<file path="config.mk">
export PLATFORM = sky130hd
export DESIGN_NAME = fpu_seq_flat
export DESIGN_NICKNAME = d
export VERILOG_FILES = /design/src/rtl/fpu_seq_if.sv /design/src/rtl/fpu_seq.sv /design/src/flat_wrapper.sv
export SDC_FILE = /design/constraint.sdc
export NUM_CORES = 2
export LEC_CHECK = 0
export ABC_AREA = 1
export CAP_MARGIN = 20
export CORE_MARGIN = 2
export CORE_UTILIZATION = 59
export CTS_CLUSTER_DIAMETER = 40
export DETAILED_ROUTE_END_ITERATION = 8
export PLACE_DENSITY = 0.89
export SYNTH_ARGS = -nofsm -noshare
export SYNTH_HDL_FRONTEND = slang
export SYNTH_SLANG_ARGS = --single-unit
</file>
<file path="constraint.sdc">
create_clock -name clk -period 8 [get_ports clk]
set_input_delay 1.2 -clock clk [delete_from_list [all_inputs] [get_ports clk]]
set_output_delay 1.2 -clock clk [all_outputs]
set_load 0.01 [all_outputs]
</file>
<file path="src/rtl/fpu_seq_if.sv">
`default_nettype none
// ============================================================================
//  Module   : fpu_seq_if
//  Purpose  : Operand-issue and result-return handshake bundle for fpu_seq.
//  Revision : 1.0  initial release
// ============================================================================
interface fpu_seq_if #(
    parameter int EXP_W = 8,
    parameter int MAN_W = 23
);
    localparam int c_w = 1 + EXP_W + MAN_W;

    logic           in_valid;
    logic           in_ready;
    logic [c_w-1:0] num1;
    logic [c_w-1:0] num2;
    logic [3:0]     op;
    logic           out_valid;
    logic           out_ready;
    logic [c_w-1:0] result;
    logic [3:0]     flags;

    modport master (
        output in_valid, num1, num2, op, out_ready,
        input  in_ready, out_valid, result, flags
    );

    modport slave (
        input  in_valid, num1, num2, op, out_ready,
        output in_ready, out_valid, result, flags
    );
endinterface
`default_nettype wire

</file>
<file path="src/rtl/fpu_seq.sv">
`default_nettype none
// ============================================================================
//  Module   : fpu_seq
//  Purpose  : Multicycle add/sub/mul/div FPU, truncating, one op in flight.
//  Revision : 1.0  initial release
// ============================================================================
module fpu_seq #(
    parameter int EXP_W = 8,
    parameter int MAN_W = 23
) (
    input  logic      clk,
    input  logic      rst,
    fpu_seq_if.slave  bus
);
    localparam int c_w         = 1 + EXP_W + MAN_W;
    localparam int c_sig_w     = MAN_W + 1;
    localparam int c_sum_w     = c_sig_w + 4;
    localparam int c_acc_w     = 2 * c_sig_w;
    localparam int c_lw        = $clog2(c_acc_w);
    localparam int c_xw        = EXP_W + c_lw + 2;
    localparam int c_div_steps = MAN_W + 2;
    localparam int c_cw        = $clog2(c_div_steps + 1);
    localparam int c_bias      = 2**(EXP_W-1) - 1;

    localparam logic [2:0] c_st_idle   = 3'd0;
    localparam logic [2:0] c_st_unpack = 3'd1;
    localparam logic [2:0] c_st_exec   = 3'd2;
    localparam logic [2:0] c_st_norm   = 3'd3;
    localparam logic [2:0] c_st_done   = 3'd4;

    localparam logic [3:0] c_op_add = 4'd0;
    localparam logic [3:0] c_op_sub = 4'd1;
    localparam logic [3:0] c_op_mul = 4'd2;
    localparam logic [3:0] c_op_div = 4'd3;

    localparam logic [EXP_W-1:0]      c_exp_max   = {EXP_W{1'b1}};
    localparam logic [c_w-1:0]        c_nan       = {1'b0, {EXP_W{1'b1}}, 1'b1, {(MAN_W-1){1'b0}}};
    localparam logic signed [c_xw-1:0] c_bias_x    = c_xw'(c_bias);
    localparam logic signed [c_xw-1:0] c_exp_max_x = c_xw'(2**EXP_W - 1);
    localparam logic signed [c_xw-1:0] c_zero_x    = '0;
    localparam logic signed [c_xw-1:0] c_unit_x    = c_xw'(c_acc_w - 2);
    localparam logic [c_cw-1:0]        c_cnt_last  = c_cw'(c_div_steps);
    localparam logic [c_lw-1:0]        c_top_pos   = c_lw'(c_acc_w - 1);

    localparam logic [3:0] c_flg_inv = 4'b1000;
    localparam logic [3:0] c_flg_dbz = 4'b0100;
    localparam logic [3:0] c_flg_ovf = 4'b0010;
    localparam logic [3:0] c_flg_unf = 4'b0001;

    function automatic logic [c_w-1:0] f_inf(input logic s);
        return {s, c_exp_max, {MAN_W{1'b0}}};
    endfunction

    function automatic logic [c_w-1:0] f_zero(input logic s);
        return {s, {(c_w-1){1'b0}}};
    endfunction

    logic [2:0]               r_state, w_next;
    logic                     w_in_ready, w_out_valid;
    logic [c_w-1:0]           r_num1, r_num2;
    logic [3:0]               r_op;
    logic                     r_special, r_sign, r_eff_sub;
    logic [c_sig_w-1:0]       r_sig_a, r_sig_b;
    logic [EXP_W-1:0]         r_diff;
    logic signed [c_xw-1:0]   r_exp;
    logic [c_acc_w-1:0]       r_acc;
    logic [c_sig_w:0]         r_rem;
    logic [c_cw-1:0]          r_cnt;
    logic [c_w-1:0]           r_result;
    logic [3:0]               r_flags;

    // ---------------- operand classification and special-value decisions
    logic                     w_s1, w_s2, w_s2e, w_sx, w_swap, w_is_addsub;
    logic [EXP_W-1:0]         w_e1, w_e2;
    logic [MAN_W-1:0]         w_f1, w_f2;
    logic                     w_zero1, w_zero2, w_inf1, w_inf2, w_nan1, w_nan2;
    logic [c_sig_w-1:0]       w_sig1, w_sig2;
    logic signed [c_xw-1:0]   w_e1x, w_e2x;
    logic                     w_special;
    logic [c_w-1:0]           w_spec_res;
    logic [3:0]               w_spec_flg;

    always_comb begin
        w_s1        = r_num1[c_w-1];
        w_s2        = r_num2[c_w-1];
        w_e1        = r_num1[c_w-2 -: EXP_W];
        w_e2        = r_num2[c_w-2 -: EXP_W];
        w_f1        = r_num1[MAN_W-1:0];
        w_f2        = r_num2[MAN_W-1:0];
        w_s2e       = (r_op == c_op_sub) ? ~w_s2 : w_s2;
        w_sx        = w_s1 ^ w_s2;
        w_is_addsub = (r_op == c_op_add) || (r_op == c_op_sub);
        w_swap      = r_num2[c_w-2:0] > r_num1[c_w-2:0];
        w_zero1     = (w_e1 == '0);
        w_zero2     = (w_e2 == '0);
        w_inf1      = (w_e1 == c_exp_max) && (w_f1 == '0);
        w_inf2      = (w_e2 == c_exp_max) && (w_f2 == '0);
        w_nan1      = (w_e1 == c_exp_max) && (w_f1 != '0);
        w_nan2      = (w_e2 == c_exp_max) && (w_f2 != '0);
        // Denormals carry no hidden bit: they behave exactly like zero.
        w_sig1      = w_zero1 ? '0 : {1'b1, w_f1};
        w_sig2      = w_zero2 ? '0 : {1'b1, w_f2};
        w_e1x       = c_xw'(w_e1);
        w_e2x       = c_xw'(w_e2);

        w_special  = 1'b1;
        w_spec_res = c_nan;
        w_spec_flg = c_flg_inv;
        if (r_op > c_op_div || w_nan1 || w_nan2) begin
            w_special = 1'b1;
        end else if (w_is_addsub) begin
            if (w_inf1 && w_inf2) begin
                if (w_s1 == w_s2e) begin
                    w_spec_res = f_inf(w_s1);
                    w_spec_flg = '0;
                end
            end else if (w_inf1) begin
                w_spec_res = f_inf(w_s1);
                w_spec_flg = '0;
            end else if (w_inf2) begin
                w_spec_res = f_inf(w_s2e);
                w_spec_flg = '0;
            end else begin
                w_special = 1'b0;
            end
        end else if (r_op == c_op_mul) begin
            if ((w_inf1 && w_zero2) || (w_zero1 && w_inf2)) begin
                w_special = 1'b1;
            end else if (w_inf1 || w_inf2) begin
                w_spec_res = f_inf(w_sx);
                w_spec_flg = '0;
            end else if (w_zero1 || w_zero2) begin
                w_spec_res = f_zero(w_sx);
                w_spec_flg = '0;
            end else begin
                w_special = 1'b0;
            end
        end else begin
            if ((w_zero1 && w_zero2) || (w_inf1 && w_inf2)) begin
                w_special = 1'b1;
            end else if (w_inf1) begin
                w_spec_res = f_inf(w_sx);
                w_spec_flg = '0;
            end else if (w_inf2) begin
                w_spec_res = f_zero(w_sx);
                w_spec_flg = '0;
            end else if (w_zero2) begin
                w_spec_res = f_inf(w_sx);
                w_spec_flg = c_flg_dbz;
            end else if (w_zero1) begin
                w_spec_res = f_zero(w_sx);
                w_spec_flg = '0;
            end else begin
                w_special = 1'b0;
            end
        end
    end

    // ---------------- execute datapath: aligned add, divider step
    logic [c_sum_w-1:0]  w_big, w_small, w_sum;
    logic                w_rem_ge;
    logic [c_sig_w-1:0]  w_rem_sub;

    always_comb begin
        w_big     = {1'b0, r_sig_a, 3'b000};
        w_small   = {1'b0, r_sig_b, 3'b000} >> r_diff;
        w_sum     = r_eff_sub ? (w_big - w_small) : (w_big + w_small);
        w_rem_ge  = r_rem >= {1'b0, r_sig_b};
        w_rem_sub = c_sig_w'(r_rem - {1'b0, r_sig_b});
    end

    // ---------------- normalise and pack; unit bit lives at c_acc_w-2
    logic [c_lw-1:0]         w_lead;
    logic signed [c_xw-1:0]  w_lead_x, w_nexp;
    logic [MAN_W-1:0]        w_mant;
    logic [c_w-1:0]          w_pack_res;
    logic [3:0]              w_pack_flg;

    always_comb begin
        w_lead = '0;
        for (int i = 0; i < c_acc_w; i++) begin
            if (r_acc[i]) w_lead = c_lw'(i);
        end
        w_lead_x = c_xw'(w_lead);
        w_nexp   = r_exp + w_lead_x - c_unit_x;
        w_mant   = MAN_W'((r_acc << (c_top_pos - w_lead)) >> (c_acc_w - 1 - MAN_W));

        w_pack_res = {r_sign, w_nexp[EXP_W-1:0], w_mant};
        w_pack_flg = '0;
        if (r_acc == '0) begin
            w_pack_res = '0;
        end else if (w_nexp >= c_exp_max_x) begin
            w_pack_res = f_inf(r_sign);
            w_pack_flg = c_flg_ovf;
        end else if (w_nexp <= c_zero_x) begin
            w_pack_res = f_zero(r_sign);
            w_pack_flg = c_flg_unf;
        end
    end

    // ---------------- control FSM
    always_ff @(posedge clk) begin
        if (rst) r_state <= c_st_idle;
        else     r_state <= w_next;
    end

    always_comb begin
        w_next      = r_state;
        w_in_ready  = 1'b0;
        w_out_valid = 1'b0;
        case (r_state)
            c_st_idle: begin
                w_in_ready = 1'b1;
                if (bus.in_valid) w_next = c_st_unpack;
            end
            c_st_unpack: w_next = c_st_exec;
            // Specials spend one idle EXEC cycle so all short paths share one latency.
            c_st_exec: begin
                if (r_op != c_op_div || r_special || r_cnt == c_cnt_last)
                    w_next = c_st_norm;
            end
            c_st_norm: w_next = c_st_done;
            c_st_done: begin
                w_out_valid = 1'b1;
                if (bus.out_ready) w_next = c_st_idle;
            end
            default: w_next = c_st_idle;
        endcase
    end

    // ---------------- datapath registers
    always_ff @(posedge clk) begin
        if (rst) begin
            r_num1    <= '0;
            r_num2    <= '0;
            r_op      <= '0;
            r_special <= 1'b0;
            r_sign    <= 1'b0;
            r_eff_sub <= 1'b0;
            r_sig_a   <= '0;
            r_sig_b   <= '0;
            r_diff    <= '0;
            r_exp     <= '0;
            r_acc     <= '0;
            r_rem     <= '0;
            r_cnt     <= '0;
            r_result  <= '0;
            r_flags   <= '0;
        end else begin
            case (r_state)
                c_st_idle: begin
                    if (bus.in_valid) begin
                        r_num1  <= bus.num1;
                        r_num2  <= bus.num2;
                        r_op    <= bus.op;
                        r_flags <= '0;
                    end
                end
                c_st_unpack: begin
                    r_special <= w_special;
                    r_eff_sub <= w_s1 ^ w_s2e;
                    r_sig_a   <= (w_is_addsub && w_swap) ? w_sig2 : w_sig1;
                    r_sig_b   <= (w_is_addsub && w_swap) ? w_sig1 : w_sig2;
                    r_diff    <= w_swap ? (w_e2 - w_e1) : (w_e1 - w_e2);
                    r_rem     <= {1'b0, w_sig1};
                    r_acc     <= '0;
                    r_cnt     <= '0;
                    if (w_is_addsub) begin
                        r_sign <= w_swap ? w_s2e : w_s1;
                        r_exp  <= w_swap ? w_e2x : w_e1x;
                    end else begin
                        r_sign <= w_sx;
                        r_exp  <= (r_op == c_op_mul) ? (w_e1x + w_e2x - c_bias_x)
                                                     : (w_e1x - w_e2x + c_bias_x);
                    end
                    if (w_special) begin
                        r_result <= w_spec_res;
                        r_flags  <= w_spec_flg;
                    end
                end
                c_st_exec: begin
                    if (!r_special) begin
                        if (w_is_addsub) begin
                            r_acc <= c_acc_w'(w_sum) << (c_acc_w - c_sum_w);
                        end else if (r_op == c_op_mul) begin
                            r_acc <= c_acc_w'(r_sig_a) * c_acc_w'(r_sig_b);
                        end else if (r_cnt == c_cnt_last) begin
                            // Quotient unit bit sits at c_sig_w; move it to the common unit slot.
                            r_acc <= r_acc << (c_sig_w - 2);
                            r_cnt <= '0;
                        end else begin
                            r_acc <= {r_acc[c_acc_w-2:0], w_rem_ge};
                            r_rem <= w_rem_ge ? {w_rem_sub, 1'b0} : {r_rem[c_sig_w-1:0], 1'b0};
                            r_cnt <= r_cnt + 1'b1;
                        end
                    end
                end
                c_st_norm: begin
                    if (!r_special) begin
                        r_result <= w_pack_res;
                        r_flags  <= w_pack_flg;
                    end
                end
                default: ;
            endcase
        end
    end

    assign bus.in_ready  = w_in_ready;
    assign bus.out_valid = w_out_valid;
    assign bus.result    = r_result;
    assign bus.flags     = r_flags;
endmodule
`default_nettype wire

</file>
<file path="src/flat_wrapper.sv">
// flat-port wrapper written by rule: the top's interface ports become plain ports
module fpu_seq_flat 
#(
    parameter int EXP_W = 8,
    parameter int MAN_W = 23
)
  (clk, rst, bus_in_valid, bus_num1, bus_num2, bus_op, bus_out_ready, bus_in_ready, bus_out_valid, bus_result, bus_flags);
  fpu_seq_if #(.EXP_W(EXP_W), .MAN_W(MAN_W)) bus_i ();
  input  logic clk;
  input  logic rst;
  input wire logic [$bits(bus_i.in_valid)-1:0] bus_in_valid;
  input wire logic [$bits(bus_i.num1)-1:0] bus_num1;
  input wire logic [$bits(bus_i.num2)-1:0] bus_num2;
  input wire logic [$bits(bus_i.op)-1:0] bus_op;
  input wire logic [$bits(bus_i.out_ready)-1:0] bus_out_ready;
  output wire logic [$bits(bus_i.in_ready)-1:0] bus_in_ready;
  output wire logic [$bits(bus_i.out_valid)-1:0] bus_out_valid;
  output wire logic [$bits(bus_i.result)-1:0] bus_result;
  output wire logic [$bits(bus_i.flags)-1:0] bus_flags;
  assign bus_i.in_valid = bus_in_valid;
  assign bus_i.num1 = bus_num1;
  assign bus_i.num2 = bus_num2;
  assign bus_i.op = bus_op;
  assign bus_i.out_ready = bus_out_ready;
  assign bus_in_ready = bus_i.in_ready;
  assign bus_out_valid = bus_i.out_valid;
  assign bus_result = bus_i.result;
  assign bus_flags = bus_i.flags;
  fpu_seq #(.EXP_W(EXP_W), .MAN_W(MAN_W)) u_core (.clk(clk), .rst(rst), .bus(bus_i));
endmodule
</file>
==> impl_summary.txt <==
----------------------------------------------------
[Outcome]
  Outcome ... complete, but fails checks
  Violations in the final reports ... design-rule violations

[Finish]
  Layout cell share with drive strength beyond 1 ... 6.91%
  Fin cells ... 6,763
  Area added between synthesis and finish ... 10.7%
  Layout fillers ... 5,452
  Net total in the final layout ... 6,724

[Worst hold path]
  Worst Hold Class ... reg -> reg

[Timing]
  Relative slew margins ... 21.6%
  Maximum achievable frequency ... 0.127 GHz
  Post-route clock skew ... 0.0658 ns
  Tightest Pin Transition ... 1.16 ns
  Final period demand of the worst path ... 7.90 ns
  Portion of the clock cycle consumed by the worst path in the final layout ... 98.8%
  Worst hold slack after final layout ... 0.463 ns
  Setup-violating endpoint count in the final report ... 0
  Number of max-slew violations in the final report ... 0
  RSZ-0062 raised after global routing ... true
  Number of failing hold endpoints at the final stage ... 0

[Clock tree]
  CTS buffer count ... 54
  Deepest clock path buffer count ... 3
  Count of H-tree levels built during CTS ... 2
  Source-to-sink clock delay at the later pin of the worst-skew pair ... 0.65 ns
  Clock transition time at the flip-flop clock pins of the worst setup and hold paths ... 0.06 ns
  Clock tree from TritonCTS ... done
  Clock sink count ... 260
  Clock tree root driver cell ... sky130_fd_sc_hd__clkbuf_16

[Route]
  Number of nets still failing antenna checks after routing ... 0
  Number of vias per cell ... 6.04
  Iteration-0 DRC Markers ... 4,843
  Count of vias placed by the detailed router ... 40,900
  Detailed-router iteration count before antenna repair ... 9
  Post-detailed-route wirelength per cell ... 19.8 um
  Total DRC errors in the routed layout ... 1
  Sum of routed wire length over all layers ... 134,000 um

[Setup path]
  Max incr delay on CP ... 0.58 ns
  Critical path's slowest cell ... sky130_fd_sc_hd__fa_1
  Critical path class ... reg -> reg
  Dominant cell type by count on the critical path ... sky130_fd_sc_hd__fa_1
  Largest fanout on the critical path ... 7
  Data arrival time of the worst path ... 8.37 ns
  Startpoint class of the critical path ... register
  Required time reported for the critical path endpoint ... 8.46 ns
  Worst Setup End Kind ... register

[Synth]
  Nets in the synthesized netlist ... 6,740
  Compound-cell area share of the yosys netlist ... 14.2%
  Fraction of post-synthesis cell area in the top cell type by area ... 24.2%
  Xor and xnor fraction of the mapped netlist area ... 1.78%
  Number of flops mapped to enable cells by yosys ... 0
  Post-synthesis instance area ... 40,400 sq um
  Synth cell types ... 68
  Most area-hungry cell type in the Yosys netlist ... sky130_fd_sc_hd__fa_1
  Simple-gate area share of the yosys netlist ... 22.7%
  #FFs+latches synth ... 260
  Post-Synthesis Mean Instance Area ... 6.90 sq um
  Post-synthesis adder-cell area fraction ... 34.0%
  Post-synth top cells ... 1,388 x sky130_fd_sc_hd__nand2_1, 1,085 x sky130_fd_sc_hd__inv_1, 488 x sky130_fd_sc_hd__fa_1, 462 x sky130_fd_sc_hd__a21oi_1, 438 x sky130_fd_sc_hd__nand3_1
  Number of cells produced by synthesis ... 5,861
  Multiplexer fraction of the synthesized cell area ... 0.322%
  Prevailing post-synth register cell ... sky130_fd_sc_hd__dfxtp_1
  Main combinational cell family by area after synthesis ... adder cells
  Warnings, synthesis ... 0
  Top cells by area, synth ... sky130_fd_sc_hd__fa_1 24%, sky130_fd_sc_hd__nand2_1 13%, sky130_fd_sc_hd__dfxtp_1 13%
  Most used standard cell by instance count after synthesis ... sky130_fd_sc_hd__nand2_1
  Share of synthesized area occupied by flip-flops and latches ... 12.9%
  Post-synthesis async set-or-reset flop share ... 0%

[Die]
  Number of placement rows ... 95
  Die outline width ... 266 um
  Number of I/O pins ... 110
  Overall die height ... 266 um
  Core ar. ... 67,500 sq um
  DIE AREA ... 70,600 sq um
  Initial Utilization ... 59.9%

[Global routing]
  Initial antenna violation count ... 4
  Number of global-route vias before repair ... 40,100
  Pin count of the biggest net entering global routing ... 118
  First-pass GRT wire length ... 208,000 um
  Residual overflow from global routing ... 0
  All-layer global routing usage ... 37.3%

[Placement]
  Final RePlAce weighted congestion ... 1.02
  Number of I/O port buffers ... 109
  DP HPWL ... 101,000 um
  Dpl cells ... 6,644

[Run]
  Max-cap violations ... 0

[Power]
  LEAKAGE ... 22.1 nW
  Power per standard cell area ... 240 nW/um^2
  Maximum ir drop on the vdd rail ... 0.000275 V

----------------------------------------------------
report_power, final:
group          internal, mW  switching, mW
logic                  2.20           4.65
registers              1.44          0.205
clock network          1.39          0.880
final cells by class:
| class | count | area, sq um | share of cell area, % |
|---|---|---|---|
| antenna | 1 | 2.50 | 0.00559 |
| timing repair buffer | 281 | 2600 | 5.81 |
| clock inverter | 37 | 379 | 0.847 |
| sequential | 260 | 5250 | 11.7 |
| multi-input combinational | 4147 | 29800 | 66.7 |
| clock buffer | 63 | 1450 | 3.23 |
| inverter | 1101 | 4130 | 9.24 |
| tap | 873 | 1090 | 2.44 |
flip-flops by register name, summed over array words and instances, names as in the netlist, 4 cells and up:
signal             flops
u_core.r_exp          16
u_core.r_acc          48
u_core.r_rem          25
u_core.r_num2         32
u_core.r_sig_a        24
u_core.r_cnt           5
u_core.bus.flags       4
u_core.r_diff          8
u_core.r_op            4
u_core.r_sig_b        24
u_core.r_num1         32
u_core.bus.result     32
metal layers:
layer  wire length [um]  track usage (%)
met2              59900             60.1
met3              16100             8.18
met5                 13                0
met1              48600             46.0
met4               9660             22.3
critical path: cells and delay by family (launching register included):
family          cells  cell delay (ns)
fa+ha+maj           8             3.80
compound gates     15             2.41
simple gates        7             0.54
buf+inv             6             0.52
flops               1             0.44
path summary, 6_finish.rpt:
check / endpoint / slack (ns) / depth (start not counted) / startpoint
worst max-delay path: u_core.r_acc[44] / 0.1 / 36 / u_core.r_sig_a[16]
worst min-delay path: u_core.bus.result[14] / 0.46 / 2 / u_core.bus.result[14]
worst max register to register: u_core.r_acc[44] / 0.1 / 36 / u_core.r_sig_a[16]
worst min register to register: u_core.bus.result[14] / 0.46 / 2 / u_core.bus.result[14]
stage by stage:
| stage | setup WS, ns | utilization, % | instance area (sq um) | TNS (ns) | total power, mW |
|---|---|---|---|---|---|
| 3_5_place_dp | -0.0661 | 62.7 | 42400 | -0.112 | 8.10 |
| 5_1_grt | -0.145 | 66.3 | 44700 | -0.528 | 11.5 |
| 4_1_cts | 0.0147 | 65.4 | 44200 | 0 | 10.4 |
| 3_3_place_gp | 0.153 | 62.7 | 42400 | 0 | 7.97 |
| 2_1_floorplan | 0.553 | - | 40400 | 0 | 6.37 |
| 6_report | 0.0962 | 66.3 | 44700 | 0 | 10.8 |
cells by family (layout without fill, tap and decap cells):
kind of cell,after synthesis,in the layout
and+or+nand+nor,2205,2205
DFF,260,260
AOI/OAI and AO/OA,1040,1040
other,0,1
xor gates and xnor gates,82,82
adders and majority gates,807,807
buffers and inverters,1454,1482
muxes,13,13
cell usage in the layout, fill, tap and decap left out, drive strengths merged, types with 5 or more instances in the layout:
master,count
fa,488
o22ai,6
nor2,219
a21boi,11
nor4,23
nand4,38
clkinvlp,6
a21oi,468
clkdlybuf4s50,108
o21a,8
or2,14
buf,170
o221ai,28
clkbuf,66
clkinv,20
o31ai,12
nand2,1406
ha,319
xnor2,29
xor2,53
nand3,439
o211ai,41
a31oi,21
a211oi,8
o21bai,22
o311ai,5
inv,1110
o21ai,391
nor3,58
dfxtp,260
mux2i,13
repair_timing:
item,CTS,global route
hold buffers,0,0
setup endpoints to repair,3,34
setup buffers,0,14
cloned,0,4
gates resized for setup,2,92
pin swaps,0,21
Note: power is estimated with default switching activity, not from simulation.
